`src/rtl/crc8_frame_encoder.sv`:
```
// ---------------------------------------------------------------------------
// crc8_frame_encoder
//
// Bit-serial CRC-8 encoder that builds the 16-bit frame word for the symbol
// serializer. One payload byte is taken per frame over a valid/ready
// handshake, its CRC-8 is computed MSB first at one bit per clock, and the
// finished {crc, byte} word is staged until the transmit counters wrap to
// symbol 0. Only then is it swapped onto CRC_code, so a frame in flight is
// never torn.
//
// Ports:
//   clk_sys     in   1   system clock (same clock that drives clk_trans)
//   rst_n       in   1   asynchronous active-low reset
//   data_in     in   8   payload byte
//   data_valid  in   1   data_in is valid
//   data_ready  out  1   a byte can be accepted this cycle (combinational)
//   phase       in   8   phase counter from clk_trans
//   sign_cnt    in   4   symbol counter from clk_trans
//   CRC_code    out 16   frame word, bit k goes out in symbol k
//   code_valid  out  1   CRC_code carries a real frame (0 = idle frame)
//   busy        out  1   CRC calculation in progress
//
// Parameters:
//   POLY  CRC-8 generator polynomial without the implicit x^8 term
//   INIT  CRC register value loaded at the start of each byte
// ---------------------------------------------------------------------------
module crc8_frame_encoder #(
  parameter logic [7:0] POLY = 8'h07,
  parameter logic [7:0] INIT = 8'h00
) (
  input  logic        clk_sys,
  input  logic        rst_n,
  input  logic [7:0]  data_in,
  input  logic        data_valid,
  output logic        data_ready,
  input  logic [7:0]  phase,
  input  logic [3:0]  sign_cnt,
  output logic [15:0] CRC_code,
  output logic        code_valid,
  output logic        busy
);

  typedef enum logic [1:0] {
    IDLE = 2'd0,
    CALC = 2'd1,
    WAIT = 2'd2
  } state_t;

  state_t      state;
  state_t      state_next;

  logic [7:0]  data_byte;
  logic [7:0]  crc;
  logic [7:0]  crc_next;
  logic        crc_fb;
  logic [2:0]  bit_idx;
  logic        pend;
  logic [15:0] pend_word;

  logic        fb_edge;
  logic        accept;
  logic        calc_done;

  // The frame boundary is the clock on which clk_trans wraps back to symbol 0.
  assign fb_edge    = (phase == 8'hFF) && (sign_cnt == 4'hF);

  // A byte is only taken when nothing is being computed and nothing is
  // staged, which limits throughput to one byte per frame.
  assign data_ready = (state == IDLE) && !pend;
  assign accept     = data_valid && data_ready;
  assign calc_done  = (state == CALC) && (bit_idx == 3'd0);

  // One CRC step for the data bit currently selected by bit_idx. The byte is
  // walked MSB first; no reflection and no final XOR are applied.
  always_comb begin
    crc_fb   = crc[7] ^ data_byte[bit_idx];
    crc_next = {crc[6:0], 1'b0} ^ (crc_fb ? POLY : 8'h00);
  end

  // State register.
  always_ff @(posedge clk_sys or negedge rst_n) begin
    if (!rst_n) begin
      state <= IDLE;
    end else begin
      state <= state_next;
    end
  end

  // Next-state decode. WAIT can only leave on a boundary that actually
  // unloads the staged word, which keeps the single pending slot safe.
  always_comb begin
    state_next = state;
    case (state)
      IDLE: begin
        if (accept) begin
          state_next = CALC;
        end
      end
      CALC: begin
        if (bit_idx == 3'd0) begin
          state_next = WAIT;
        end
      end
      WAIT: begin
        if (fb_edge && pend) begin
          state_next = IDLE;
        end
      end
      default: begin
        state_next = IDLE;
      end
    endcase
  end

  // Byte latch and serial CRC register. bit_idx counts down 7..0 so that the
  // eighth CALC clock is the one where it reads zero.
  always_ff @(posedge clk_sys or negedge rst_n) begin
    if (!rst_n) begin
      data_byte <= 8'h00;
      crc       <= 8'h00;
      bit_idx   <= 3'd0;
    end else if (accept) begin
      data_byte <= data_in;
      crc       <= INIT;
      bit_idx   <= 3'd7;
    end else if (state == CALC) begin
      crc       <= crc_next;
      bit_idx   <= bit_idx - 3'd1;
    end
  end

  // Pending word. The finished word is captured from crc_next on the last
  // CALC clock, so it only becomes visible to the boundary logic on the
  // following edge; a boundary landing on that same clock emits idle.
  always_ff @(posedge clk_sys or negedge rst_n) begin
    if (!rst_n) begin
      pend      <= 1'b0;
      pend_word <= 16'h0000;
    end else if (calc_done) begin
      pend      <= 1'b1;
      pend_word <= {crc_next, data_byte};
    end else if (fb_edge && pend) begin
      pend      <= 1'b0;
    end
  end

  // Registered outputs. CRC_code and code_valid only move on the frame
  // boundary, so they stay constant for the whole of a transmitted frame.
  always_ff @(posedge clk_sys or negedge rst_n) begin
    if (!rst_n) begin
      CRC_code   <= 16'h0000;
      code_valid <= 1'b0;
      busy       <= 1'b0;
    end else begin
      busy <= (state_next == CALC);
      if (fb_edge) begin
        if (pend) begin
          CRC_code   <= pend_word;
          code_valid <= 1'b1;
        end else begin
          CRC_code   <= 16'h0000;
          code_valid <= 1'b0;
        end
      end
    end
  end

endmodule

```
`config.mk`:
```
export PLATFORM = sky130hd
export DESIGN_NAME = crc8_frame_encoder
export DESIGN_NICKNAME = d
export VERILOG_FILES = /design/src/rtl/crc8_frame_encoder.sv
export SDC_FILE = /design/constraint.sdc
export NUM_CORES = 1
export LEC_CHECK = 0
export BUFFER_PORTS_ARGS = -buffer_cell sky130_fd_sc_hd__buf_2
export CORE_MARGIN = 1.5
export CORE_UTILIZATION = 30
export CTS_CLUSTER_DIAMETER = 200
export DETAILED_ROUTE_END_ITERATION = 7
export PLACE_DENSITY = 0.46
export SLEW_MARGIN = 0
export SYNTH_ARGS = -nofsm -noshare
export SYNTH_HDL_FRONTEND = slang
export SYNTH_SLANG_ARGS = --single-unit
export TNS_END_PERCENT = 30
```
`constraint.sdc`:
```
create_clock -name clk_sys -period 1.8 [get_ports clk_sys]
set_input_delay 0.18 -clock clk_sys [delete_from_list [all_inputs] [get_ports clk_sys]]
set_output_delay 0.18 -clock clk_sys [all_outputs]
set_load 0.05 [all_outputs]
```
==> results.md, run 1 <==
- Result of the run: completed
- Synthesized instance count: around 250
- Resized cells post-CTS: 0
- RePlAce Congestion: slightly below 0.8
- Total power: about 3 mW
- Setup slack of the worst register-to-register path: approximately 0.12 ns
- Die width: approximately 91 um
- Number of setup buffers added after CTS: 0
- Initial core utilization: 0.315
- Post-synthesis sequential element count: 56
- Max-cap viol count: 0
- Number of antenna-violating nets in the routed design: 0
- Top FF cell, synth: sky130_fd_sc_hd__dfrtp_1
- Final worst setup slack: ~0.12 ns
- Post-route DRC: 0
- Portion of the post-synthesis area used by sequential elements: 0.600
- Area of all sequential standard cells: around 0.0014 mm2
- Drt wl/cell: approximately 12 um
- Clock tree from TritonCTS: built
- Crit Reg-Reg Endpoint: pend_word[8]
- Unrepaired setup endpoints after global routing: false
- Clock buffer depth: 2
- Final core utilization: 0.380
- Nature of the critical path endpoint: flop
- Critical register-to-register path startpoint: bit_idx[0]
- Worst hold endpoint: data_byte[1]
- Die span in y: a little over 90 um
- Number of filler instances in the final layout: between 700 and 800
- Wire length of the first global-routing pass: around 8600 um
- Routed via count divided by cell count: between 4 and 5
- Final routed wirelength across all metal layers: 4820 um
- Post-synth EDFFs: 0
- Number of hold violations in the final report: 0
- Setup TNS Final: 0 ns
- Footprint of the multi-input gates: ~830 um2
- Most used cells in the layout excluding fill and tap cells: sky130_fd_sc_hd__nand2_1 (81), sky130_fd_sc_hd__dfrtp_1 (56), sky130_fd_sc_hd__buf_2 (41)
- Combined area of all synthesized cells: between 0.002 and 0.0025 mm2
- Share of final-layout standard cells stronger than drive strength 1: 0.210
- Max H-tree Level: 2
- Post-layout nets: approximately 320
- Crit path required time: between 1.5 and 2 ns
- Post-placement worst setup slack: ~0.14 ns
- Unique cell type count in the Yosys netlist: 24
- Worst IR Drop VDD: approximately 0.00034 V
- Crit-path max FO: 4
- Synthesized netlist net count: ~270
- Count of TritonRoute iterations in the first routing pass: 4
- Syn-to-layout area delta: 20.5%
- Vias: approximately 1800
- Type of the most critical hold path: input port to flop
- IO buf count: 41
- Rel. slew slack: 0.666
- Period utilization: 0.935
- Clock transition at the registers of the reported paths: about 0.10 ns
- Setup skew after layout: roughly 0.0058 ns
- Die area: 0.00832 mm2
- Core region area: roughly 0.0074 mm2
- Static leakage: about 1.4 nW
- Root Driver: sky130_fd_sc_hd__clkbuf_8
- Worst Hold Launch: data_in[1]
- Number of stages on the worst hold path: 3
- Placed wire-length estimate: 3330 um
- Worst Reg2Reg Path Length in Cells: 4
- Sort of element at the start of the critical path: flop
- Largest net degree at the start of global routing: 57
- Row count: 31
- Minimum period implied by the final worst setup slack: about 1.7 ns
- Number of clock sinks: 56
- Yosys synthesis warning count: 0
- IO Count: 42
- Most common library cell in the layout ignoring fill and taps: sky130_fd_sc_hd__nand2_1
- GRT overflow: 0
- Clock insertion delay at the later pin of the skew report: ~0.31 ns
- Maximum clock frequency: 0.594 GHz
- Final-report setup violation count: 0
- Cts bufs inserted: 5
- Average footprint of a synthesized cell: 9.42 um2
- Crit path DAT: about 1.9 ns
- Final max-slew violation count: 0
- Power per cell area: between 1000 and 1500 mW/mm2
- Share of flip-flops with an asynchronous set or reset: 1.00
- Antenna violations before repair: 0
- Vias in the first global route: between 1500 and 2000
- Overall global routing resource usage: 0.130
- Number of DRC markers in iteration 0: 47
- Worst-Margin Slew: roughly 0.50 ns
- Type of the worst setup path: flop to flop
- Final antenna diode count: 0
[Yosys cell counts (all sizes together), types with 2 or more instances]
master   n  area share
o21ai   29       0.062
ha       2       0.011
nand2b   3      0.0080
dfrtp   56        0.60
a21oi    5       0.011
nand2   81        0.13
xnor2    4       0.015
nor3     2      0.0064
nand3   20       0.043
inv     21       0.034
nand4    3      0.0080
mux4     2       0.022
clkbuf  11       0.018
[logic make-up after synthesis]
family / count (synthesis) / share of synthesized area
simple gates: 113 / 0.205
xor+xnor: 5 / 0.0187
flops: 56 / 0.600
mux: 3 / 0.0321
compound gates: 36 / 0.0798
buf+inv: 33 / 0.0536
fa+ha+maj: 2 / 0.0107
[timing repair]
| action | 4_1_cts | 5_1_grt |
|---|---|---|
| hold endpoints to repair | 56 | 0 |
| endpoints found under the setup margin | 0 | 0 |
| hold buffers | 1 | 0 |
[critical path, cell delays in order (launching register included)]
cell and delay [ns]:
sky130_fd_sc_hd__dfrtp_1 0.43, sky130_fd_sc_hd__mux4_1 0.62, sky130_fd_sc_hd__mux2i_4 0.22, sky130_fd_sc_hd__xor2_1 0.20
sky130_fd_sc_hd__o21ai_0 0.09
[report_power, final]
| group | internal, mW | switching [mW] |
|---|---|---|
| Sequential | 1.45 | 0.172 |
| Combinational | 0.298 | 0.355 |
| Clock | 0.273 | 0.417 |
[per-stage QoR]
step / instances / area (um2) / hold WS (ns)
after global routing: 394 / 2810 / 0.0409
after detailed placement: 385 / 2720 / 0.203
after floorplan: 248 / 2350 / -0.116
after global placement: 385 / 2720 / 0.203
after CTS: 394 / 2810 / 0.0447
final: 394 / 2810 / 0.0535
[per-layer routing]
metal  GRT usage  part of all wire
met5           0                 0
met4      0.0417             0.012
met3      0.0285             0.032
met2       0.192              0.42
met1       0.189              0.54
[sequential cells by signal, indices dropped and copies added, names as in the netlist]
name and cells:
pend_word 16, data_byte 8, crc 8, state 2, busy 1, code_valid 1
pend 1, CRC_code 16, bit_idx 3
[layout make-up]
| cell class | count | area share |
|---|---|---|
| Tap cell | 99 | 0.0440 |
| Sequential cell | 56 | 0.498 |
| Clock inverter | 3 | 0.00667 |
| Multi-Input combinational cell | 159 | 0.294 |
| Timing Repair Buffer | 51 | 0.105 |
| Inverter | 21 | 0.0280 |
| Clock buffer | 5 | 0.0245 |
[worst max-delay path by stage]
stage               cells past startpoint           end  startpoint  slack (ns)
global route                            4        crc[0]  bit_idx[0]        0.05
CTS                                     4        crc[0]  bit_idx[0]        0.11
detailed placement                      4        crc[0]  bit_idx[0]        0.14
global placement                        4  pend_word[8]  bit_idx[0]        0.16
finish                                  4  pend_word[8]  bit_idx[0]        0.12
floorplan                               6  data_byte[0]        pend        0.06
Power figures use the tool's default switching activity.
==> run 2: changes to the inputs <==
clock period = 1.85 ns   (was 1.8 ns; I/O delays follow)
==> run 2 against run 1 <==
Net effect:
- sequential share of layout area shrank 0.11 points
- combinational power shrank 1%
- design area grew 0.22%
- total power shrank 3.1%
- core utilization grew 0.084 points
- count of clock-buffer cells in the layout is the same
- global-route usage grew 0.40 points
- flip-flop and latch count is the same
- clock skew shrank 0.00084 ns
- critical path type unchanged
- critical endpoint is now crc[0]
- highest routed layer unchanged
==> results.md, run 2 (synthesis results as in run 1) <==
- Number of antenna-violating nets in the routed design: 0
- Top flop regs: CRC_code (16), pend_word (16)
- Core region area: 0.00741 mm2
- Area of all sequential standard cells: roughly 0.0014 mm2
- Clock buffer depth: 2
- Overall global routing resource usage: 0.134
- Slowest Stage Delay on Critical Path: ~0.62 ns
- RePlAce Congestion: 0.771
- Power per cell area: 1020 mW/mm2
- Largest net degree at the start of global routing: 57
- Maximum clock frequency: roughly 0.58 GHz
- Critical register-to-register path startpoint: bit_idx[0]
- Clock tree from TritonCTS: built
- Total power: 2.88 mW
- Number of DRC markers in iteration 0: 105
- Final-report setup violation count: 0
- Final antenna diode count: 0
- Fraction of power consumed by sequential logic: 0.551
- Crit path DAT: between 1.5 and 2 ns
- Worst Hold Launch: data_in[3]
- Number of setup buffers added after CTS: 0
- Sort of element at the start of the critical path: flop
- Final max-slew violation count: 0
- Die area: around 0.0083 mm2
- Share of final-layout standard cells stronger than drive strength 1: 0.207
- Number of filler instances in the final layout: 812
- Worst IR Drop VDD: ~0.00036 V
- Setup skew after layout: a little under 0.005 ns
- IO Count: 42
- Drt wl/cell: 12.5 um
- Period utilization: 0.929
- Crit-path max FO: 4
- Cell internal power dissipation: 1.96 mW
- Post-layout nets: ~320
- Max H-tree Level: 2
- Clock insertion delay at the later pin of the skew report: 0.30 ns
- Final routed wirelength across all metal layers: between 4000 and 5000 um
- Result of the run: completed
- Most used cells in the layout excluding fill and tap cells: sky130_fd_sc_hd__nand2_1 (81), sky130_fd_sc_hd__dfrtp_1 (56), sky130_fd_sc_hd__buf_2 (41)
- Vias in the first global route: ~1800
- Unrepaired setup endpoints after global routing: false
- Count of TritonRoute iterations in the first routing pass: 6
- Number of stages on the worst hold path: 3
- Cell-by-cell trace of the critical path: mux4_1, mux2i_4, xor2_1, o21ai_0
- Share of total power consumed by net switching: 0.318
- Row count: 31
- Resized cells post-CTS: 0
- Worst-Margin Slew: roughly 0.5 ns
- Start point of the critical path: bit_idx[0]
- Number of clock sinks: 56
- Number of hold violations in the final report: 0
- Type of the worst setup path: flop to flop
- Vias: 1701
- Die span in y: roughly 90 um
- CP max stage cell: sky130_fd_sc_hd__mux4_1
- Post-route DRC: 0
- Type of the most critical hold path: input port to flop
- Setup TNS Final: 0 ns
- Max-cap viol count: 0
- Net switching power figure: 0.913 mW
- Root Driver: sky130_fd_sc_hd__clkbuf_8
- Clock share of power: 0.225
- Clock transition at the registers of the reported paths: around 0.10 ns
- Placed wire-length estimate: between 3000 and 4000 um
- Routed via count divided by cell count: 4.33
- Worst Reg2Reg Path Length in Cells: 4
- Die width: ~90 um
- Syn-to-layout area delta: 20.7%
- Minimum period implied by the final worst setup slack: 1.72 ns
- Rel. slew slack: 0.663
- Antenna violations before repair: 0
- Initial core utilization: 0.315
- Cts bufs inserted: 5
- Combinational share of power: 0.224
- Crit path required time: about 2.0 ns
- Static leakage: about 1.4 nW
- GRT overflow: 0
- Wire length of the first global-routing pass: ~8900 um
- Footprint of the multi-input gates: 827 um2
- Nature of the critical path endpoint: flop
- Most common library cell in the layout ignoring fill and taps: sky130_fd_sc_hd__nand2_1
- IO buf count: 41
## run 2: changes by cell type in the layout (fill, tap and decap cells not counted), sizes merged
cell	delta
clkinv	-2
clkinvlp	+1
## run 2: layout make-up
type                       instances  share of cell area
tap                               99              0.0439
clock buffer                       5              0.0244
clock inverter                     2             0.00444
multi-input combinational        159               0.293
timing repair buffer              51               0.109
inverter                          21              0.0280
sequential                        56               0.497
## run 2: worst paths after layout
path	endpoint	slack (ns)
hold / removal	data_byte[3]	0.06
max in group asynchronous	CRC_code[4]	1.20
setup reg to reg	crc[0]	0.13
setup / recovery	crc[0]	0.13
min in group asynchronous	CRC_code[1]	0.40
hold reg to reg	pend_word[1]	0.49
## run 2: power groups by stage
stage | Sequential, mW | Combinational, mW | Clock (mW)
2_1_floorplan | 1.60 | 0.448 | 0
3_5_place_dp | 1.61 | 0.649 | 0
6_report | 1.58 | 0.646 | 0.647
5_1_grt | 1.62 | 0.736 | 0.740
3_3_place_gp | 1.60 | 0.639 | 0
4_1_cts | 1.58 | 0.656 | 0.683
## run 2: what timing repair did
item                                    CTS  global route
endpoints found under the setup margin    0             0
endpoints found under the hold margin    56             0
hold buffers                              1             0
## run 2: through the flow
step	utilization	std cells	setup WS, ns	hold WS [ns]	cell area [um2]
floorplan	-	248	0.106	-0.111	2350
global placement	0.368	385	0.208	0.208	2730
detailed placement	0.368	385	0.178	0.213	2730
CTS	0.381	393	0.157	0.0577	2820
global route	0.381	393	0.0330	0.0583	2820
finish	0.381	393	0.131	0.0630	2820
## run 2: routing by layer
metal	routed length (um)	GRT usage
met5	0	0
met4	49	0.0352
met3	173	0.0302
met2	2040	0.203
met1	2650	0.194
## run 2: critical path, delay by kind of cell (launching register included)
family         cells  cell delay (ns)
flip-flops         1             0.43
multiplexers       2             0.84
XOR/XNOR           1             0.23
AO/OA/AOI/OAI      1             0.11
